==> config.mk <==
export PLATFORM = sky130hd
export DESIGN_NAME = msc_alu_seq
export DESIGN_NICKNAME = d
export VERILOG_FILES = /design/src/rtl/msc_alu_seq.sv
export SDC_FILE = /design/constraint.sdc
export NUM_CORES = 1
export LEC_CHECK = 0
export BUFFER_PORTS_ARGS = -buffer_cell sky130_fd_sc_hd__buf_2
export CAP_MARGIN = 20
export CORE_UTILIZATION = 52
export CTS_CLUSTER_SIZE = 28
export DETAILED_ROUTE_END_ITERATION = 6
export PLACE_DENSITY = 0.8
export REMOVE_ABC_BUFFERS = 1
export SLEW_MARGIN = 20
export SYNTH_ARGS = -nofsm -noshare
export SYNTH_HDL_FRONTEND = slang
export SYNTH_SLANG_ARGS = --single-unit
==> constraint.sdc <==
create_clock -name clk -period 6 [get_ports clk]
set_input_delay 0.3 -clock clk [delete_from_list [all_inputs] [get_ports clk]]
set_output_delay 0.3 -clock clk [all_outputs]
set_load 0.005 [all_outputs]
==> src/rtl/msc_alu_seq.sv <==
// Sequential ALU with valid/ready operand and result handshakes and a Z/N/C/V/ERR flag vector.
// Define MSC_ALU_MUL_EN to build the iterative shift-add MUL/MULH unit; otherwise opcodes A/B are illegal.
module msc_alu_seq #(
  parameter int WIDTH   = 16,
  parameter int SHAMT_W = $clog2(WIDTH)
) (
  input  logic             clk,
  input  logic             rstn,
  input  logic             in_valid,
  output logic             in_ready,
  input  logic [3:0]       in_op,
  input  logic [WIDTH-1:0] in_a,
  input  logic [WIDTH-1:0] in_b,
  input  logic             in_cin,
  output logic             out_valid,
  input  logic             out_ready,
  output logic [WIDTH-1:0] out_result,
  output logic [4:0]       out_flags,
  output logic             out_wb,
  output logic             busy
);

  localparam logic [3:0] OP_ADD  = 4'h0;
  localparam logic [3:0] OP_SUB  = 4'h1;
  localparam logic [3:0] OP_AND  = 4'h2;
  localparam logic [3:0] OP_OR   = 4'h3;
  localparam logic [3:0] OP_XOR  = 4'h4;
  localparam logic [3:0] OP_LSH  = 4'h5;
  localparam logic [3:0] OP_RSH  = 4'h6;
  localparam logic [3:0] OP_ASR  = 4'h7;
  localparam logic [3:0] OP_CMP  = 4'h8;
  localparam logic [3:0] OP_ADC  = 4'h9;
`ifdef MSC_ALU_MUL_EN
  localparam logic [3:0] OP_MUL  = 4'hA;
  localparam logic [3:0] OP_MULH = 4'hB;
`endif

  logic [SHAMT_W-1:0]    shamt;
  logic                  add_cin;
  logic [WIDTH:0]        sum;
  logic [WIDTH:0]        diff;
  logic [WIDTH:0]        lsh;
  logic [WIDTH:0]        rsh;
  logic signed [WIDTH:0] asr;
  logic [WIDTH-1:0]      alu_res;
  logic                  alu_c;
  logic                  alu_v;
  logic                  alu_err;
  logic                  alu_wb;
  logic                  is_mul;
  logic [4:0]            alu_flags;
  logic                  idle;
  logic                  out_free;
  logic                  accept;

  // Shifts carry one extra bit so the last bit shifted out lands in the carry position.
  assign shamt   = in_b[SHAMT_W-1:0];
  assign add_cin = (in_op == OP_ADC) ? in_cin : 1'b0;
  assign sum     = {1'b0, in_a} + {1'b0, in_b} + (WIDTH+1)'(add_cin);
  assign diff    = {1'b0, in_a} - {1'b0, in_b};
  assign lsh     = {1'b0, in_a} << shamt;
  assign rsh     = {in_a, 1'b0} >> shamt;
  assign asr     = $signed({in_a, 1'b0}) >>> shamt;

  always_comb begin
    alu_res = '0;
    alu_c   = 1'b0;
    alu_v   = 1'b0;
    alu_err = 1'b0;
    alu_wb  = 1'b1;
    is_mul  = 1'b0;
    case (in_op)
      OP_ADD, OP_ADC: begin
        alu_res = sum[WIDTH-1:0];
        alu_c   = sum[WIDTH];
        alu_v   = (in_a[WIDTH-1] == in_b[WIDTH-1]) && (sum[WIDTH-1] != in_a[WIDTH-1]);
      end
      OP_SUB, OP_CMP: begin
        alu_res = diff[WIDTH-1:0];
        alu_c   = diff[WIDTH];
        alu_v   = (in_a[WIDTH-1] != in_b[WIDTH-1]) && (diff[WIDTH-1] != in_a[WIDTH-1]);
        alu_wb  = (in_op != OP_CMP);
      end
      OP_AND: alu_res = in_a & in_b;
      OP_OR:  alu_res = in_a | in_b;
      OP_XOR: alu_res = in_a ^ in_b;
      OP_LSH: begin
        alu_res = lsh[WIDTH-1:0];
        alu_c   = lsh[WIDTH];
      end
      OP_RSH: begin
        alu_res = rsh[WIDTH:1];
        alu_c   = rsh[0];
      end
      OP_ASR: begin
        alu_res = asr[WIDTH:1];
        alu_c   = asr[0];
      end
`ifdef MSC_ALU_MUL_EN
      OP_MUL, OP_MULH: is_mul = 1'b1;
`endif
      default: begin
        alu_err = 1'b1;
        alu_wb  = 1'b0;
      end
    endcase
  end

  assign alu_flags = alu_err ? 5'b10000
                             : {1'b0, alu_v, alu_c, alu_res[WIDTH-1], (alu_res == '0)};

`ifdef MSC_ALU_MUL_EN
  typedef enum logic {IDLE, MUL} state_t;

  localparam logic [SHAMT_W:0] CNT_LAST = (SHAMT_W+1)'(WIDTH - 1);
  localparam logic [SHAMT_W:0] CNT_END  = (SHAMT_W+1)'(WIDTH);

  state_t             state;
  logic [WIDTH-1:0]   mul_a;
  logic               mul_high;
  logic [2*WIDTH-1:0] acc;
  logic [SHAMT_W:0]   cnt;
  logic [WIDTH:0]     acc_add;
  logic [2*WIDTH-1:0] acc_step;
  logic [2*WIDTH-1:0] mul_final;
  logic               mul_done;
  logic [WIDTH-1:0]   mul_res;
  logic [4:0]         mul_flags;

  // Accumulator low half starts as the multiplier and is consumed LSB first as the product shifts in.
  assign acc_add   = {1'b0, acc[2*WIDTH-1:WIDTH]} + (acc[0] ? {1'b0, mul_a} : '0);
  assign acc_step  = {acc_add, acc[WIDTH-1:1]};
  assign mul_final = (cnt == CNT_END) ? acc : acc_step;
  assign mul_done  = (state == MUL) && ((cnt == CNT_LAST) || (cnt == CNT_END));
  assign mul_res   = mul_high ? mul_final[2*WIDTH-1:WIDTH] : mul_final[WIDTH-1:0];
  assign mul_flags = {2'b00, mul_high && (mul_final[2*WIDTH-1:WIDTH] != '0),
                      mul_res[WIDTH-1], (mul_res == '0)};
  assign idle      = (state == IDLE);
`else
  assign idle      = 1'b1;
  assign busy      = 1'b0;
`endif

  assign out_free = !out_valid || out_ready;
  assign in_ready = idle && out_free;
  assign accept   = in_valid && in_ready;

  always_ff @(posedge clk or negedge rstn) begin
    if (!rstn) begin
      out_valid  <= 1'b0;
      out_result <= '0;
      out_flags  <= '0;
      out_wb     <= 1'b0;
`ifdef MSC_ALU_MUL_EN
      state      <= IDLE;
      busy       <= 1'b0;
      mul_a      <= '0;
      mul_high   <= 1'b0;
      acc        <= '0;
      cnt        <= '0;
`endif
    end else begin
      if (accept && !is_mul) begin
        out_valid  <= 1'b1;
        out_result <= alu_res;
        out_flags  <= alu_flags;
        out_wb     <= alu_wb;
      end
`ifdef MSC_ALU_MUL_EN
      else if (mul_done && out_free) begin
        out_valid  <= 1'b1;
        out_result <= mul_res;
        out_flags  <= mul_flags;
        out_wb     <= 1'b1;
      end
`endif
      else if (out_ready) begin
        out_valid <= 1'b0;
      end
`ifdef MSC_ALU_MUL_EN
      case (state)
        IDLE: begin
          if (accept && is_mul) begin
            state    <= MUL;
            busy     <= 1'b1;
            mul_a    <= in_a;
            mul_high <= (in_op == OP_MULH);
            acc      <= {{WIDTH{1'b0}}, in_b};
            cnt      <= '0;
          end
        end
        MUL: begin
          // A finished product parks in the accumulator until the output register is free.
          if (cnt != CNT_END) begin
            acc <= acc_step;
            cnt <= cnt + 1'b1;
          end
          if (mul_done && out_free) begin
            state <= IDLE;
            busy  <= 1'b0;
          end
        end
        default: state <= IDLE;
      endcase
`endif
    end
  end

endmodule
==> results.json, run 1 <==
{
  "synth_cells": 688,
  "yosysUniqueCellTypes": 80,
  "slew_headroom_pct": 35.9,
  "critPathCaptureType": "flip-flop",
  "fin_nets": 802,
  "netlist_area_sq_um": 5110,
  "h-tree-depth": 1,
  "ctsResizeCount": 0,
  "synth_largest_area_cell": "ha_1",
  "r2r-end": "out_flags[0]",
  "area_growth_pct": 6.68,
  "finalSetupViolations": 0,
  "cp_data_arrival_time_ns": 4.29,
  "die_y_microns": 101,
  "via_per_inst": 6.96,
  "diodes": 0,
  "worstSetupPathType": "input pin to flip-flop",
  "reg2reg_from": "out_valid",
  "io_buffers": 64,
  "crit_fanout": 39,
  "die-area_sq_um": 10200,
  "synth_edf_count": 0,
  "antenna_found_initial": 0,
  "yosysMostFrequentCell": "nand2_1",
  "ys_ff_latch": 23,
  "cts_hold_buf": 0,
  "drt_wl_total_microns": 20200,
  "max_stage_delay_ns": 0.62,
  "start_util_pct": 54.6,
  "cts_tree": "done",
  "post-route-drc-count": 0,
  "share_seq_of_total_power_pct": 25.0,
  "postSynthAreaPerCell_sq_um": 7.43,
  "clock_tree.root_cell": "clkbuf_8",
  "numCtsBuffers": 3,
  "io_pins": 66,
  "power_frac_clock_pct": 12.1,
  "clk_pin_slew_ns": 0.08,
  "dr.pass1.iters": 5,
  "gp_congestion": 1.05,
  "cts.sinks": 23,
  "fillerInstances": 918,
  "post_cts_buffers": 0,
  "crit_required_ns": 6.16,
  "gr-total-overflow": 0,
  "skew_ns": 0.00533,
  "grt_util_all_layers_pct": 39.8,
  "period_needed_ns": 4.13,
  "p_leak_uw": 0.00241,
  "hold_viol_final": 23,
  "maxCapViolCount": 0,
  "synth_area_leaders": "ha_1 12%, dfrtp_1 11%, mux2i_1 5.9%",
  "drtIter0Drc": 714,
  "cp-start-kind": "input pin",
  "slew_viol_final": 0,
  "yosysSeqAreaShare_pct": 11.3,
  "core_area_sq_um": 9370,
  "netSwitchingPower_uw": 368,
  "drive_above_1_share_pct": 15.8,
  "synth_common_cells": "67 x nand2_1, 63 x nor2_1, 49 x a21oi_1, 49 x ha_1, 47 x inv_1",
  "ys.flop_type": "dfrtp_1",
  "power_uw": 770,
  "synthArstFlopShare_pct": 100,
  "ys.warnings.count": 0,
  "wl_per_cell_microns": 24.1,
  "cellInternalPower_uw": 403,
  "die_w_microns": 101,
  "worst_pin_slew_ns": 0.957,
  "hold_class": "input pin to async pin",
  "r2r_slack_ns": 3.35,
  "vias": 5827,
  "crit_chain": "buf_2, inv_1, fa_1, inv_1, fa_1, a211oi_1, o21ai_1, a2111oi_0, o211ai_1, nand3_1, xnor2_1, o21a_1, and3_1, a32o_1",
  "holdWs_ns": -0.0153,
  "peakVddDrop_v": 0.0000973,
  "setup_tns_ns": 0,
  "hpwlAfterDp_microns": 15700,
  "rsz0062_at_grt": "no",
  "clk_path_buf_depth": 2,
  "grt_pass1_wl_microns": 30800,
  "pwr_density_cell_nw_per_um2": 141,
  "failed_checks": "hold timing",
  "insertion_delay_ns": 0.26,
  "rows": 35,
  "swShare_pct": 47.7,
  "outcome": "finished, violations left",
  "slowest_stage": "inv_1",
  "grt_max_degree": 40,
  "combPwrFrac_pct": 62.9,
  "synth_top_cell_area_share_pct": 12.0,
  "reg2reg_depth": 8,
  "min_period_over_period_pct": 68.8,
  "postRouteAntennaNets": 0,
  "grt_pass1_vias": 5386,
  "fmax_mhz": 242
}
[layout by cell type (no fill, tap or decap), drive strengths merged, types with 7 or more instances in the layout]
| cell | instances |
|---|---|
| a211oi | 17 |
| a21oi | 49 |
| a22oi | 7 |
| a31oi | 13 |
| buf | 69 |
| dfrtp | 23 |
| ha | 49 |
| inv | 48 |
| mux2 | 11 |
| mux2i | 30 |
| mux4 | 12 |
| nand2 | 67 |
| nand3 | 13 |
| nor2 | 63 |
| nor2b | 7 |
| nor3 | 17 |
| o211ai | 12 |
| o21ai | 46 |
| xnor2 | 9 |
[final cells by class]
cell class / count / area, sq um / area share [%]
repair buffers: 69 / 358 / 6.56
multi-input cells: 564 / 4130 / 75.8
inverters: 48 / 180 / 3.30
well taps: 129 / 161 / 2.96
flip-flops and latches: 23 / 576 / 10.6
clock buffers: 3 / 41.3 / 0.757
clock inverters: 1 / 5.00 / 0.0918
[logic make-up after synthesis]
kind of cell / synth area share [%]
xor gates and xnor gates: 2.69
other: 0.0734
and+or+nand+nor: 21.1
adders and majority gates: 13.2
DFF: 11.3
AOI/OAI and AO/OA: 30.1
buffers and inverters: 8.03
muxes: 13.6
[stage by stage]
| step | hold slack, ns | cell area, sq um | util (%) | std cells | worst slack, ns |
|---|---|---|---|---|---|
| 3_5_place_dp | 0.283 | 5410 | 57.7 | 833 | 1.72 |
| 4_1_cts | 0.00235 | 5450 | 58.2 | 837 | 1.99 |
| 6_report | -0.0153 | 5450 | 58.2 | 837 | 1.87 |
| 5_1_grt | 0.0172 | 5450 | 58.2 | 837 | 1.59 |
| 2_1_floorplan | 0.00441 | 4880 | - | 635 | 2.74 |
| 3_3_place_gp | 0.278 | 5410 | 57.7 | 833 | 1.82 |
[worst max-delay path: cells and delay by family]
family	cells	cell delay, ns
AND/OR/NAND/NOR	2	0.31
AO/OA/AOI/OAI	6	1.77
XOR/XNOR	1	0.08
adder cells (fa/ha/maj)	2	0.74
buffers and inverters	3	1.06
[routing by layer]
metal  part of all wire [%]  vias up  global-route usage (%)
li1                       -     2596                       -
met1                     41     2765                    53.4
met2                     43      399                    62.8
met3                     11       67                    7.52
met4                    4.6        0                    16.6
met5                      0        -                       0
[power groups by stage]
| stage | clock network [uW] | logic, uW | registers, uW |
|---|---|---|---|
| finish | 93.2 | 484 | 193 |
| CTS | 92.8 | 468 | 193 |
| detailed placement | 0 | 466 | 196 |
| global placement | 0 | 462 | 194 |
| global route | 98.0 | 522 | 195 |
| floorplan | 0 | 279 | 197 |
[registers in the layout (all words and copies together), names as in the netlist]
name,cells
out_result,16
out_flags,5
out_valid,1
out_wb,1
[worst max-delay path by stage]
| stage | from | end | slack, ns |
|---|---|---|---|
| 4_1_cts | in_b[0] | out_flags[0] | 1.99 |
| 3_5_place_dp | in_b[0] | out_flags[0] | 1.72 |
| 6_report | in_b[0] | out_flags[0] | 1.87 |
| 2_1_floorplan | in_b[0] | out_flags[0] | 2.74 |
| 5_1_grt | in_b[0] | out_flags[0] | 1.59 |
| 3_3_place_gp | in_b[0] | out_flags[0] | 1.82 |
Power figures use the tool's default switching activity.
==> inputs of run 2 (changes only) <==
==> constraint.sdc (replaced) <==
create_clock -name clk -period 4.1 [get_ports clk]
set_input_delay 0.205 -clock clk [delete_from_list [all_inputs] [get_ports clk]]
set_output_delay 0.205 -clock clk [all_outputs]
set_load 0.005 [all_outputs]
==> results.json, run 2 (synthesis results as in run 1) <==
{
  "grt_pass1_wl_microns": 30700,
  "wl_per_cell_microns": 23.9,
  "via_per_inst": 6.97,
  "diodes": 0,
  "numCtsBuffers": 3,
  "slew_headroom_pct": 30.6,
  "drt_wl_total_microns": 20300,
  "postRouteAntennaNets": 0,
  "drtIter0Drc": 839,
  "peakVddDrop_v": 0.000137,
  "reg2reg_from": "out_valid",
  "worstSetupPathType": "input pin to flip-flop",
  "fmax_mhz": 291,
  "die-area_sq_um": 10200,
  "crit_required_ns": 4.25,
  "worstSetupStartpoint": "in_op[1]",
  "grt_max_degree": 57,
  "finalSetupViolations": 0,
  "cp-start-kind": "input pin",
  "die_y_microns": 101,
  "p_leak_uw": 0.00248,
  "start_util_pct": 54.6,
  "wl_met3_microns": 2570,
  "clk_path_buf_depth": 2,
  "gp_congestion": 1.06,
  "wl_met1_microns": 7810,
  "period_needed_ns": 3.44,
  "antenna_found_initial": 0,
  "top_layer_used": "met4",
  "seq_area_sq_um": 576,
  "largest_register_ffs": 16,
  "fin_nets": 815,
  "final_cell_mix": "67 x nand2_1, 64 x buf_2, 63 x nor2_1",
  "cp_data_arrival_time_ns": 3.59,
  "pwr_density_cell_nw_per_um2": 205,
  "critPathCaptureType": "flip-flop",
  "holdCritStartpoint": "in_valid",
  "gr-total-overflow": 0,
  "clock_tree.root_cell": "clkbuf_8",
  "cts.sinks": 23,
  "drive_above_1_share_pct": 17.1,
  "rsz0062_at_grt": "no",
  "slew_viol_final": 0,
  "hold_class": "input pin to flip-flop",
  "regMostFlops": "out_result",
  "setup_tns_ns": 0,
  "crit_fanout": 17,
  "clk_pin_slew_ns": 0.08,
  "core_area_sq_um": 9370,
  "min_period_over_period_pct": 83.9,
  "power_uw": 1140,
  "grt_pass1_vias": 5308,
  "fillerInstances": 911,
  "rows": 35,
  "io_pins": 66,
  "post-route-drc-count": 0,
  "dr.pass1.iters": 6,
  "hold_viol_final": 0,
  "hpwlAfterDp_microns": 15800,
  "outcome": "finished clean",
  "wl_met2_microns": 8800,
  "grt_util_all_layers_pct": 39.6,
  "die_w_microns": 101,
  "maxCapViolCount": 0,
  "reg_top3": "out_result x16, out_flags x5",
  "layout_commonest_cell": "nand2_1",
  "io_buffers": 64,
  "cts_tree": "done",
  "area_growth_pct": 8.76,
  "insertion_delay_ns": 0.26,
  "h-tree-depth": 1,
  "multi_input_area_sq_um": 4130,
  "worst_pin_slew_ns": 1.03,
  "vias": 5927,
  "skew_ns": 0.00750,
  "ctsResizeCount": 0
}
## run 2: cell types whose count changed in the layout (fill, tap and decap cells not counted), sizes merged
cell,previous run,this run
dlygate4sd3,0,1
buf,69,81
## run 2: layout make-up
cell class / count / share of cell area (%)
sequential: 23 / 10.4
timing repair buffer: 82 / 8.46
tap: 129 / 2.90
multi-input combinational: 564 / 74.2
clock inverter: 1 / 0.0900
inverter: 48 / 3.24
clock buffer: 3 / 0.743
## run 2: what timing repair did
item                      in CTS  in global routing
hold buffers                   1                  0
hold endpoints to repair      23                  0
setup buffers                  0                  0
## run 2: worst paths after layout
check,to,slack (ns),cells after the start
min in group asynchronous,out_result[5],0.43,2
max in group asynchronous,out_valid,3.34,2
max,out_flags[0],0.66,15
min,out_valid,0.17,2
max reg2reg,out_flags[0],1.46,8
min reg2reg,out_result[3],0.47,2
## run 2: layer usage
layer / global-route usage (%) / up-vias
li1: - / 2625
met1: 53.2 / 2730
met2: 61.7 / 486
met3: 7.52 / 86
met4: 18.1 / 0
met5: 0 / -
## run 2: through the flow
stage	cells	utilization, %	cell area (sq um)	hold WS (ns)	setup WS, ns
floorplan	635	-	4880	-0.0906	0.932
global placement	845	58.7	5500	0.180	0.542
detailed placement	845	58.7	5500	0.188	0.465
CTS	850	59.3	5560	0.165	0.730
global route	850	59.3	5560	0.182	0.311
finish	850	59.3	5560	0.169	0.661
## run 2: power breakdown
group | internal, uW | total [uW] | leakage [uW] | switching [uW]
clock | 67.6 | 132 | 0.0000255 | 64.8
combinational | 269 | 728 | 0.00216 | 460
sequential | 263 | 281 | 0.000290 | 18.8
## run 2: critical path: stages
cell       delay, ns
buf_2           0.25
nor2_1          0.12
nand4_1         0.12
fa_1            0.24
inv_1           0.07
fa_1            0.40
a211oi_1        0.43
o21ai_1         0.16
a2111oi_0       0.66
o211ai_1        0.15
nand3_1         0.13
xnor2_1         0.07
o21a_1          0.18
and3_1          0.14
a32o_1          0.25
==> inputs of run 3 (changes only) <==
==> constraint.sdc (replaced) <==
create_clock -name clk -period 3.2 [get_ports clk]
set_input_delay 0.16 -clock clk [delete_from_list [all_inputs] [get_ports clk]]
set_output_delay 0.16 -clock clk [all_outputs]
set_load 0.005 [all_outputs]
==> results.json, run 3 (synthesis results as in run 1) <==
{
  "peakVddDrop_v": 0.000147,
  "fin_ws_ns": 0.210,
  "final_cells": 902,
  "cp-start-kind": "input pin",
  "largest_register_ffs": 16,
  "wl_per_cell_microns": 23.3,
  "netSwitchingPower_uw": 720,
  "crit_required_ns": 3.34,
  "start_util_pct": 54.6,
  "dp_slack_ns": -0.140,
  "clk_pin_slew_ns": 0.08,
  "slowest_stage": "a2111oi_1",
  "swShare_pct": 46.3,
  "post-route-util_pct": 63.8,
  "skew_ns": 0.00367,
  "hold_viol_final": 0,
  "outcome": "finished clean",
  "drt_wl_total_microns": 21000,
  "fmax_mhz": 334,
  "min_period_over_period_pct": 93.4,
  "fin_nets": 867,
  "drtIter0Drc": 796,
  "crit_fanout": 9,
  "worst_pin_slew_ns": 0.810,
  "clock_tree.root_cell": "clkbuf_8",
  "regMostFlops": "out_result",
  "period_needed_ns": 2.99,
  "die_w_microns": 101,
  "cellInternalPower_uw": 837,
  "combPwrFrac_pct": 65.4,
  "hold_class": "input pin to flip-flop",
  "gr-total-overflow": 0,
  "drive_above_1_share_pct": 22.6,
  "post-route-drc-count": 0,
  "h-tree-depth": 1,
  "slew_viol_final": 0,
  "area_growth_pct": 16.9,
  "diodes": 0,
  "via_per_inst": 6.83,
  "critPathCaptureType": "flip-flop",
  "clk_path_buf_depth": 2,
  "max_stage_delay_ns": 0.53,
  "cts.sinks": 23,
  "crit_chain": "buf_2, inv_1, ha_1, nor2_1, o311ai_0, buf_4, a2111oi_1, o311ai_1, buf_4, a31oi_1, nor2_1, xnor2_1, a41oi_1, a21oi_1",
  "reg_top3": "out_result x16, out_flags x5",
  "p_leak_uw": 0.00273,
  "antenna_found_initial": 0,
  "power_frac_clock_pct": 11.4,
  "maxCapViolCount": 0,
  "slew_headroom_pct": 45.9,
  "vias": 6157,
  "grt_pass1_wl_microns": 31800,
  "hpwlAfterDp_microns": 16600,
  "io_pins": 66,
  "worstSetupPathType": "input pin to flip-flop",
  "die-area_sq_um": 10200,
  "share_seq_of_total_power_pct": 23.2,
  "postRouteAntennaNets": 0,
  "cts_tree": "done",
  "core_area_sq_um": 9370,
  "place_inst": 897,
  "finalSetupViolations": 0,
  "numCtsBuffers": 3,
  "grt_pass1_vias": 5667,
  "final_cell_mix": "67 x nand2_1, 66 x buf_4, 64 x buf_2",
  "dr.pass1.iters": 5,
  "pwr_density_cell_nw_per_um2": 260,
  "layout_commonest_cell": "nand2_1",
  "insertion_delay_ns": 0.26,
  "rsz0062_at_grt": "no",
  "grt_max_degree": 41,
  "gp_congestion": 0.999,
  "cp_data_arrival_time_ns": 3.13,
  "grt_util_all_layers_pct": 41.1,
  "rows": 35,
  "io_buffers": 64,
  "die_y_microns": 101,
  "power_uw": 1560
}
[run 3: cell types whose count changed in the layout (fill, tap and decap cells not counted), sizes merged]
cell	previous run	this run
buf	81	133
[run 3: worst paths after layout]
| check | from | end | slack (ns) | cells past startpoint |
|---|---|---|---|---|
| worst max-delay path | in_a[3] | out_flags[3] | 0.21 | 14 |
| worst min-delay path | in_valid | out_valid | 0.11 | 2 |
| worst max register to register | out_valid | out_flags[0] | 0.89 | 8 |
| worst min register to register | out_result[3] | out_result[3] | 0.48 | 2 |
| max in group asynchronous | rstn | out_result[15] | 2.45 | 2 |
| min in group asynchronous | rstn | out_result[3] | 0.40 | 2 |
[run 3: final cells by class]
class / instances / area (sq um)
well taps: 129 / 161
inverters: 48 / 180
clock buffers: 3 / 41.3
repair buffers: 134 / 886
fillers: 875 / 3390
multi-input cells: 564 / 4130
flip-flops and latches: 23 / 576
clock inverters: 1 / 5.00
[run 3: what timing repair did]
item                                    in CTS  in global routing
hold buffers                                 1                  0
endpoints found under the setup margin       0                  4
hold endpoints to repair                    23                  0
resized for setup                            0                  2
setup buffers                                0                  0
[run 3: per-layer routing]
layer	vias to the layer above	wire (microns)	GRT usage [%]
met5	-	0	0
met4	0	1130	17.1
met3	103	2510	5.52
met2	483	9150	65.9
met1	2843	8220	55.5
li1	2728	-	-
[run 3: worst max-delay path, delay by kind of cell]
family / cells / cell delay (ns)
AO/OA/AOI/OAI: 6 / 1.55
XOR/XNOR: 1 / 0.16
buffers and inverters: 4 / 0.65
AND/OR/NAND/NOR: 2 / 0.27
adder cells (fa/ha/maj): 1 / 0.31
[run 3: power groups by stage]
stage	sequential (uW)	clock, uW	combinational, uW
global placement	364	0	969
floorplan	370	0	524
finish	361	178	1020
CTS	360	177	985
detailed placement	366	0	980
global route	365	190	1080
[run 3: per-stage QoR]
step	setup TNS [ns]	cell area [sq um]	hold slack (ns)
3_3_place_gp	-0.119	5920	0.157
4_1_cts	0	5980	0.116
2_1_floorplan	0	4880	-0.136
5_1_grt	0	5980	0.116
3_5_place_dp	-0.367	5920	0.156
6_report	0	5980	0.114
